==> config.mk <==
export PLATFORM = sky130hd
export DESIGN_NAME = alu_dispatch
export DESIGN_NICKNAME = d
export VERILOG_FILES = /design/src/rtl/alu_dispatch.sv
export SDC_FILE = /design/constraint.sdc
export NUM_CORES = 1
export LEC_CHECK = 0
export CAP_MARGIN = 10
export CORE_MARGIN = 2
export CORE_UTILIZATION = 54
export DETAILED_ROUTE_END_ITERATION = 8
export GPL_TIMING_DRIVEN = 0
export HOLD_SLACK_MARGIN = 0.06
export PLACE_DENSITY = 0.72
export SLEW_MARGIN = 30
export SYNTH_ARGS = -nofsm -noshare
export SYNTH_HDL_FRONTEND = slang
export SYNTH_SLANG_ARGS = --single-unit
==> constraint.sdc <==
create_clock -name clk -period 14.2 [get_ports clk]
set_input_delay 1.42 -clock clk [delete_from_list [all_inputs] [get_ports clk]]
set_output_delay 1.42 -clock clk [all_outputs]
set_load 0.05 [all_outputs]
==> src/rtl/alu_dispatch.sv <==
// Sequential front-end for the 8-bit sum/minus/multiply/division/compare cells.
// Latches one request, lets the cells settle for EXEC_CYCLES, then holds the captured result.
module alu_dispatch #(
    parameter int EXEC_CYCLES = 1
) (
    input  logic        clk,
    input  logic        rst,
    input  logic        in_valid,
    output logic        in_ready,
    input  logic [2:0]  in_op,
    input  logic [7:0]  in_a,
    input  logic [7:0]  in_b,
    output logic        out_valid,
    input  logic        out_ready,
    output logic [15:0] out_result,
    output logic        out_zero,
    output logic        out_dz,
    output logic        out_err
);

    typedef enum logic [1:0] {
        IDLE = 2'd0,
        EXEC = 2'd1,
        DONE = 2'd2
    } state_t;

    localparam logic [3:0] COUNT_LOAD = 4'(EXEC_CYCLES - 1);

    state_t      state_reg, state_next;
    logic [3:0]  count_reg, count_next;
    logic [2:0]  op_reg;
    logic [7:0]  a_reg, b_reg;
    logic [15:0] result_reg;
    logic        zero_reg, dz_reg, err_reg;
    logic        accept, capture;

    // Combinational arithmetic cells, driven only from the latched request.
    logic [7:0]  sum8, diff8, div_q, div_r, safe_b;
    logic [15:0] prod16, cell_result;
    logic        cell_dz, cell_err, cell_zero;

    assign sum8   = a_reg + b_reg;
    assign diff8  = a_reg - b_reg;
    assign prod16 = 16'(a_reg) * 16'(b_reg);
    // Substitute divisor keeps the divider free of X when B is zero; its output is discarded then.
    assign safe_b = (b_reg == 8'd0) ? 8'd1 : b_reg;
    assign div_q  = a_reg / safe_b;
    assign div_r  = a_reg % safe_b;

    always_comb begin
        cell_result = 16'h0000;
        cell_dz     = 1'b0;
        cell_err    = 1'b0;
        case (op_reg)
            3'b000: cell_result = {8'h00, sum8};
            3'b001: cell_result = {8'h00, diff8};
            3'b010: cell_result = prod16;
            3'b011: begin
                if (b_reg == 8'd0) begin
                    cell_dz = 1'b1;
                end else begin
                    cell_result = {div_r, div_q};
                end
            end
            3'b100: cell_result = {15'b0, a_reg == b_reg};
            3'b101: cell_result = {15'b0, a_reg > b_reg};
            3'b110: cell_result = {15'b0, a_reg < b_reg};
            default: cell_err = 1'b1;
        endcase
    end

    assign cell_zero = (cell_result == 16'h0000);

    always_comb begin
        state_next = state_reg;
        count_next = count_reg;
        accept     = 1'b0;
        capture    = 1'b0;
        case (state_reg)
            IDLE: begin
                if (in_valid) begin
                    accept     = 1'b1;
                    count_next = COUNT_LOAD;
                    state_next = EXEC;
                end
            end
            EXEC: begin
                if (count_reg == 4'd0) begin
                    capture    = 1'b1;
                    state_next = DONE;
                end else begin
                    count_next = count_reg - 4'd1;
                end
            end
            DONE: begin
                if (out_ready) begin
                    state_next = IDLE;
                end
            end
            default: state_next = IDLE;
        endcase
    end

    always_ff @(posedge clk or posedge rst) begin
        if (rst) begin
            state_reg  <= IDLE;
            count_reg  <= 4'd0;
            op_reg     <= 3'd0;
            a_reg      <= 8'd0;
            b_reg      <= 8'd0;
            result_reg <= 16'h0000;
            zero_reg   <= 1'b0;
            dz_reg     <= 1'b0;
            err_reg    <= 1'b0;
        end else begin
            state_reg <= state_next;
            count_reg <= count_next;
            if (accept) begin
                op_reg <= in_op;
                a_reg  <= in_a;
                b_reg  <= in_b;
            end
            // Result and flags persist past DONE until the next capture.
            if (capture) begin
                result_reg <= cell_result;
                zero_reg   <= cell_zero;
                dz_reg     <= cell_dz;
                err_reg    <= cell_err;
            end
        end
    end

    assign in_ready   = (state_reg == IDLE);
    assign out_valid  = (state_reg == DONE);
    assign out_result = result_reg;
    assign out_zero   = zero_reg;
    assign out_dz     = dz_reg;
    assign out_err    = err_reg;

endmodule

==> results of run 1 <==
[worst max-delay path by stage]
stage	slack [ns]	to	from
after floorplan	2.50	out_zero$_DFFE_PP0P_	b_reg[4]$_DFFE_PP0P_
after global placement	0.50	out_zero$_DFFE_PP0P_	b_reg[4]$_DFFE_PP0P_
after detailed placement	0.28	out_zero$_DFFE_PP0P_	b_reg[1]$_DFFE_PP0P_
after CTS	0.23	out_zero$_DFFE_PP0P_	b_reg[1]$_DFFE_PP0P_
after global routing	0.03	out_zero$_DFFE_PP0P_	b_reg[5]$_DFFE_PP0P_
final	0.84	out_zero$_DFFE_PP0P_	b_reg[5]$_DFFE_PP0P_
[per-layer routing]
metal  vias up  share of wire [%]  GRT usage [%]
met2       289                 47          54.27
li1       2931                  -              -
met3        56                6.9          2.794
met4         0                4.8          15.10
met1      3105                 41          43.86
met5         -                  0              0
[synth_stat cells (3+ instances only)]
master | count | area share, %
o311ai_0 | 3 | 0.39
nor2_1 | 61 | 3.4
o21a_1 | 12 | 1.3
dfrtp_1 | 44 | 16
fa_1 | 39 | 12
a31oi_1 | 15 | 1.4
nand2_1 | 81 | 4.6
nand2b_1 | 9 | 0.84
nor3b_1 | 4 | 0.45
buf_2 | 4 | 0.30
nor2b_1 | 12 | 1.1
a311oi_1 | 3 | 0.39
o211a_1 | 3 | 0.45
mux2_2 | 21 | 3.5
nand3_1 | 7 | 0.52
and2_1 | 22 | 2.1
nand4_1 | 5 | 0.47
o31a_1 | 4 | 0.52
clkbuf_1 | 32 | 1.8
nor3_1 | 16 | 1.2
o211ai_1 | 5 | 0.56
and3_1 | 6 | 0.56
xor2_1 | 14 | 1.8
o31ai_1 | 4 | 0.45
a21oi_1 | 35 | 2.6
or2_2 | 8 | 0.75
a211oi_1 | 13 | 1.5
a221oi_1 | 3 | 0.39
mux2i_1 | 5 | 0.75
a21o_1 | 10 | 1.1
inv_1 | 87 | 4.9
a32oi_1 | 3 | 0.39
xnor2_1 | 22 | 2.9
nor4_1 | 4 | 0.37
a211o_1 | 3 | 0.39
o21ai_0 | 52 | 3.9
a221o_1 | 3 | 0.45
a22oi_1 | 4 | 0.45
ha_1 | 87 | 16
[worst max-delay path, delay by kind of cell (launching register included)]
family                   cells  cell delay, ns
AO/OA/AOI/OAI               25            5.88
adder cells (fa/ha/maj)      7            2.25
buffers and inverters        2            0.49
flip-flops                   1            0.41
multiplexers                 2            0.75
AND/OR/NAND/NOR             12            3.46
[layout make-up]
cell class | instances | share of cell area (%)
Multi-Input combinational cell | 639 | 67.88
Sequential cell | 44 | 14.55
Timing Repair Buffer | 45 | 6.053
Inverter | 90 | 4.465
Tap cell | 168 | 2.778
Buffer | 37 | 1.918
Clock buffer | 6 | 1.836
Clock inverter | 2 | 0.5127
[kinds of logic after synthesis]
family | after synthesis
xor gates and xnor gates | 36
AOI/OAI and AO/OA | 203
DFF | 44
buffers and inverters | 127
adders and majority gates | 126
muxes | 27
and+or+nand+nor | 247
[cells in the final DEF, fill, tap and decap left out, types with 15 or more instances in the layout]
cell type / instances
ha_1: 87
o21ai_0: 51
xnor2_1: 22
dfrtp_1: 44
inv_1: 86
a21oi_1: 35
fa_1: 39
a31oi_1: 15
clkbuf_1: 31
clkdlybuf4s50_1: 43
nand2_1: 81
nor2_1: 61
nor3_1: 15
mux2_2: 21
and2_1: 22
[per-stage QoR]
stage                     instances  cell area [µm²]
final                          1031             7566
after global routing           1031             7566
after CTS                      1030             7518
after detailed placement       1022             7341
after global placement         1021             7316
after floorplan                 810             6675
[timing repair]
item | 4_1_cts | 5_1_grt
resized for setup | 0 | 9
setup endpoints to repair | 0 | 10
hold buffers | 0 | 0
setup buffers | 0 | 1
==> run metrics, run 1 <==
Max-Slew Margin vs Limit 38.41%; initial drt markers 610; post-synthesis adder-cell area fraction 28.00%; grt total ovfl 0; area growth from synthesis to layout 13.35%; CP max-delay cell or4b_2; final core occ 62.73%; initial antenna violation count 0; vias in the first global route 6263; sequential area share after synthesis 16.49%; DRC viols 0; vias per std cell 6.189; number of library cell types mapped by synthesis 73; max reg flops 16; Post-synth ARST share 100.0%; Mapped Area 0.006675 mm²; CP required 14.41 ns; pre-CTS WS 0.2756 ns; RSZ-0062 raised after global routing false; EDFF count, synth 0; layout net count 1011; Seq cells post-synth 44; PortBufs 43; hold path endpoint out_result[11]$_DFFE_PP0P_; worst reg2reg path depth 48; final worst setup slack 0.8433 ns; DR pass1 iterations 5; proportion of synthesized area in mux cells 4.517%; slowest cell delay on critical path 0.67 ns; HP Start out_result[11]$_DFFE_PP0P_; I/O pins 44; via count 6381; Register Area 0.001101 mm²; Syn Inst Count 810; drt total wl 21.03 mm; status finished, final reports clean; Post-Syn Nets 959; Post-Synth XOR/XNOR Area 4.724%; Pins Over Slew Limit 0; critical path data arrival time 13.56 ns; final setup TNS 0 ns; R2R Setup Slk 0.84 ns; worst r2r dst out_zero$_DFFE_PP0P_; hold-critical path depth 2; Die Span Y 115.2 µm; final-report hold violation count 0; Worst Max-Slew Pin Slew 0.9197 ns; die width 115.2 µm; fin crit share 94.06%; warning count from the yosys run 0; Initial Utilization 55.34%; Max FO, Critical Path 10; clk sinks 44; clock transition at the registers of the reported paths 0.07 ns; Setup Viol. Count Final 0; CTS Buf Count 5; Antenna Diode Count 0; Setup Crit Path Kind register to register; syn_area_per_cell 8.241 µm²; Synth Area in Compound Gates 20.92%; multi-input logic area 0.005136 mm²; Synth Area in Simple Gates 18.13%; Bufs on Longest Clock Path 2; CP startpoint kind register; Synth Flop Type dfrtp_1; Hold Path Class register to register; minimum clock period 13.36 ns; die area 0.01327 mm²; Max Cap Violations 0; Max Clk Rate 0.07487 GHz; Detailed Place HPWL 16.79 mm; Routability Congestion 0.9197; Clock Skews 0.005958 ns; worst skew pair latency 0.29 ns; combinational family with the most area after synthesis adder cells; Top cell by count, worst path ha_1; first-pass GRT wire length 33.49 mm; H-tree lvl count 2; Layout fillers 1106; core area 0.01206 mm²; CTS tree built; layout cells sized above 1 7.648%; r2r startpoint b_reg[5]$_DFFE_PP0P_; row cnt 40; Avg WL per Cell 20.40 µm; endpoint class of the critical path register; Final ANT Viol Nets 0; GRT Util Overall 32.84%; CTS Root Cell clkbuf_16; final hold slack 0.4986 ns; largest net degree at the start of global routing 28
Power of run 1 is not shown: default switching activity piles up to over one toggle a cycle in this logic, so the estimate is an artifact.
==> run 2: changes to the inputs <==
CORE_ASPECT_RATIO = 0.8   (was not set)
==> run metrics, run 2 (synthesized netlist as in run 1, its figures left out) <==
vias in the first global route 6103; CP required 14.40 ns; H-tree lvl count 2; Die Span Y 103.4 µm; Post-CTS Hold Buffers 0; Avg WL per Cell 20.16 µm; GRT Util Overall 31.86%; layout cells sized above 1 7.639%; Bufs on Longest Clock Path 2; die area 0.01327 mm²; vias per std cell 6.175; critical path data arrival time 13.67 ns; largest net degree at the start of global routing 24; clock transition at the registers of the reported paths 0.07 ns; area growth from synthesis to layout 13.06%; grt total ovfl 0; CTS Buf Count 5; PortBufs 43; endpoint class of the critical path register; Max FO, Critical Path 10; I/O pins 44; Max Clk Rate 0.07425 GHz; CTS tree built; die width 128.3 µm; Top cell by count, worst path ha_1; Hold Path Class register to register; Detailed Place HPWL 16.81 mm; Setup Crit Path Kind register to register; DR pass1 iterations 7; final-report hold violation count 0; worst skew pair latency 0.29 ns; CP startpoint kind register; first-pass GRT wire length 32.49 mm; Pins Over Slew Limit 0; initial antenna violation count 0; Clock Skews 0.007151 ns; drt total wl 20.48 mm; fin crit share 94.85%; minimum clock period 13.47 ns; Routability Congestion 0.9738; Worst Max-Slew Pin Slew 0.7335 ns; core area 0.01212 mm²; final setup TNS 0 ns; DRC viols 0; commonest non-fill, non-tap cell in the layout ha_1; Setup Viol. Count Final 0; Layout fillers 1073; clk sinks 44; pre-CTS WS 0.3596 ns; Initial Utilization 55.09%; row cnt 36; layout net count 1012; Antenna Diode Count 0; max reg flops 16; CP max-delay cell or4b_2; status finished, final reports clean; Max Cap Violations 0; most frequent cells in the layout ha_1, inv_1, nand2_1; via count 6274; initial drt markers 621; Final ANT Viol Nets 0; final worst setup slack 0.7314 ns; Max-Slew Margin vs Limit 51.10%; CTS Root Cell clkbuf_16; slowest cell delay on critical path 0.66 ns
## run 2: critical path, delay by kind of cell, from the launching register on
kind                       cells  cell delay (ns)
adders and majority gates      7             2.20
buffers and inverters          3             0.63
AOI/OAI and AO/OA             24             5.84
muxes                          2             0.73
and+or+nand+nor               12             3.50
DFF                            1             0.44
## run 2: cell type report
type                    count  area (µm²)  area share [%]
multi-input cells         639        5125           67.90
clock buffers               5       125.1           1.658
well taps                 152       190.2           2.520
clock inverters             3       46.29          0.6134
inverters                  90       337.8           4.476
plain buffers              37       145.1           1.923
repair buffers             46       476.7           6.316
flip-flops and latches     44        1101           14.59
## run 2: metal layers
metal	share of wire (%)	vias up	wire length, µm	global-route usage, %
li1	-	2950	-	-
met1	44	3006	8969	43.75
met2	43	277	8864	50.00
met3	10	41	2038	7.973
met4	3.0	0	609	9.721
met5	0	-	0	0
## run 2: what timing repair did
item,CTS,global route
gates resized for setup,0,9
setup buffers,0,1
setup endpoints to repair,0,10
## run 2: path summary, 6_finish.rpt
check	start	endpoint	slack, ns	depth (start not counted)
max	b_reg[4]$_DFFE_PP0P_	out_zero$_DFFE_PP0P_	0.73	48
min	out_result[5]$_DFFE_PP0P_	out_result[5]$_DFFE_PP0P_	0.49	2
max reg2reg	b_reg[4]$_DFFE_PP0P_	out_zero$_DFFE_PP0P_	0.73	48
min reg2reg	out_result[5]$_DFFE_PP0P_	out_result[5]$_DFFE_PP0P_	0.49	2
max in group asynchronous	rst	b_reg[3]$_DFFE_PP0P_	12.22	3
min in group asynchronous	rst	state_reg[1]$_DFFE_PP0P_	1.48	2
## run 2: metrics by stage
step           instances  cell area, µm²  hold WS (ns)  utilization [%]
6_report            1016            7547        0.4888            62.29
5_1_grt             1016            7547        0.5093            62.29
4_1_cts             1015            7511        0.4923            61.99
3_5_place_dp        1007            7340        0.4776            60.57
3_3_place_gp        1005            7296        0.4667            60.21
2_1_floorplan        810            6675        0.4623                -
Power of run 2 is left out for the same reason.
==> run 3: changes to the inputs <==
CORE_ASPECT_RATIO = not set   (was 0.8)
==> results of run 3 <==
The final DEF is identical to that of run 1; final timing and power are the same.
Power of run 3 is left out for the same reason.
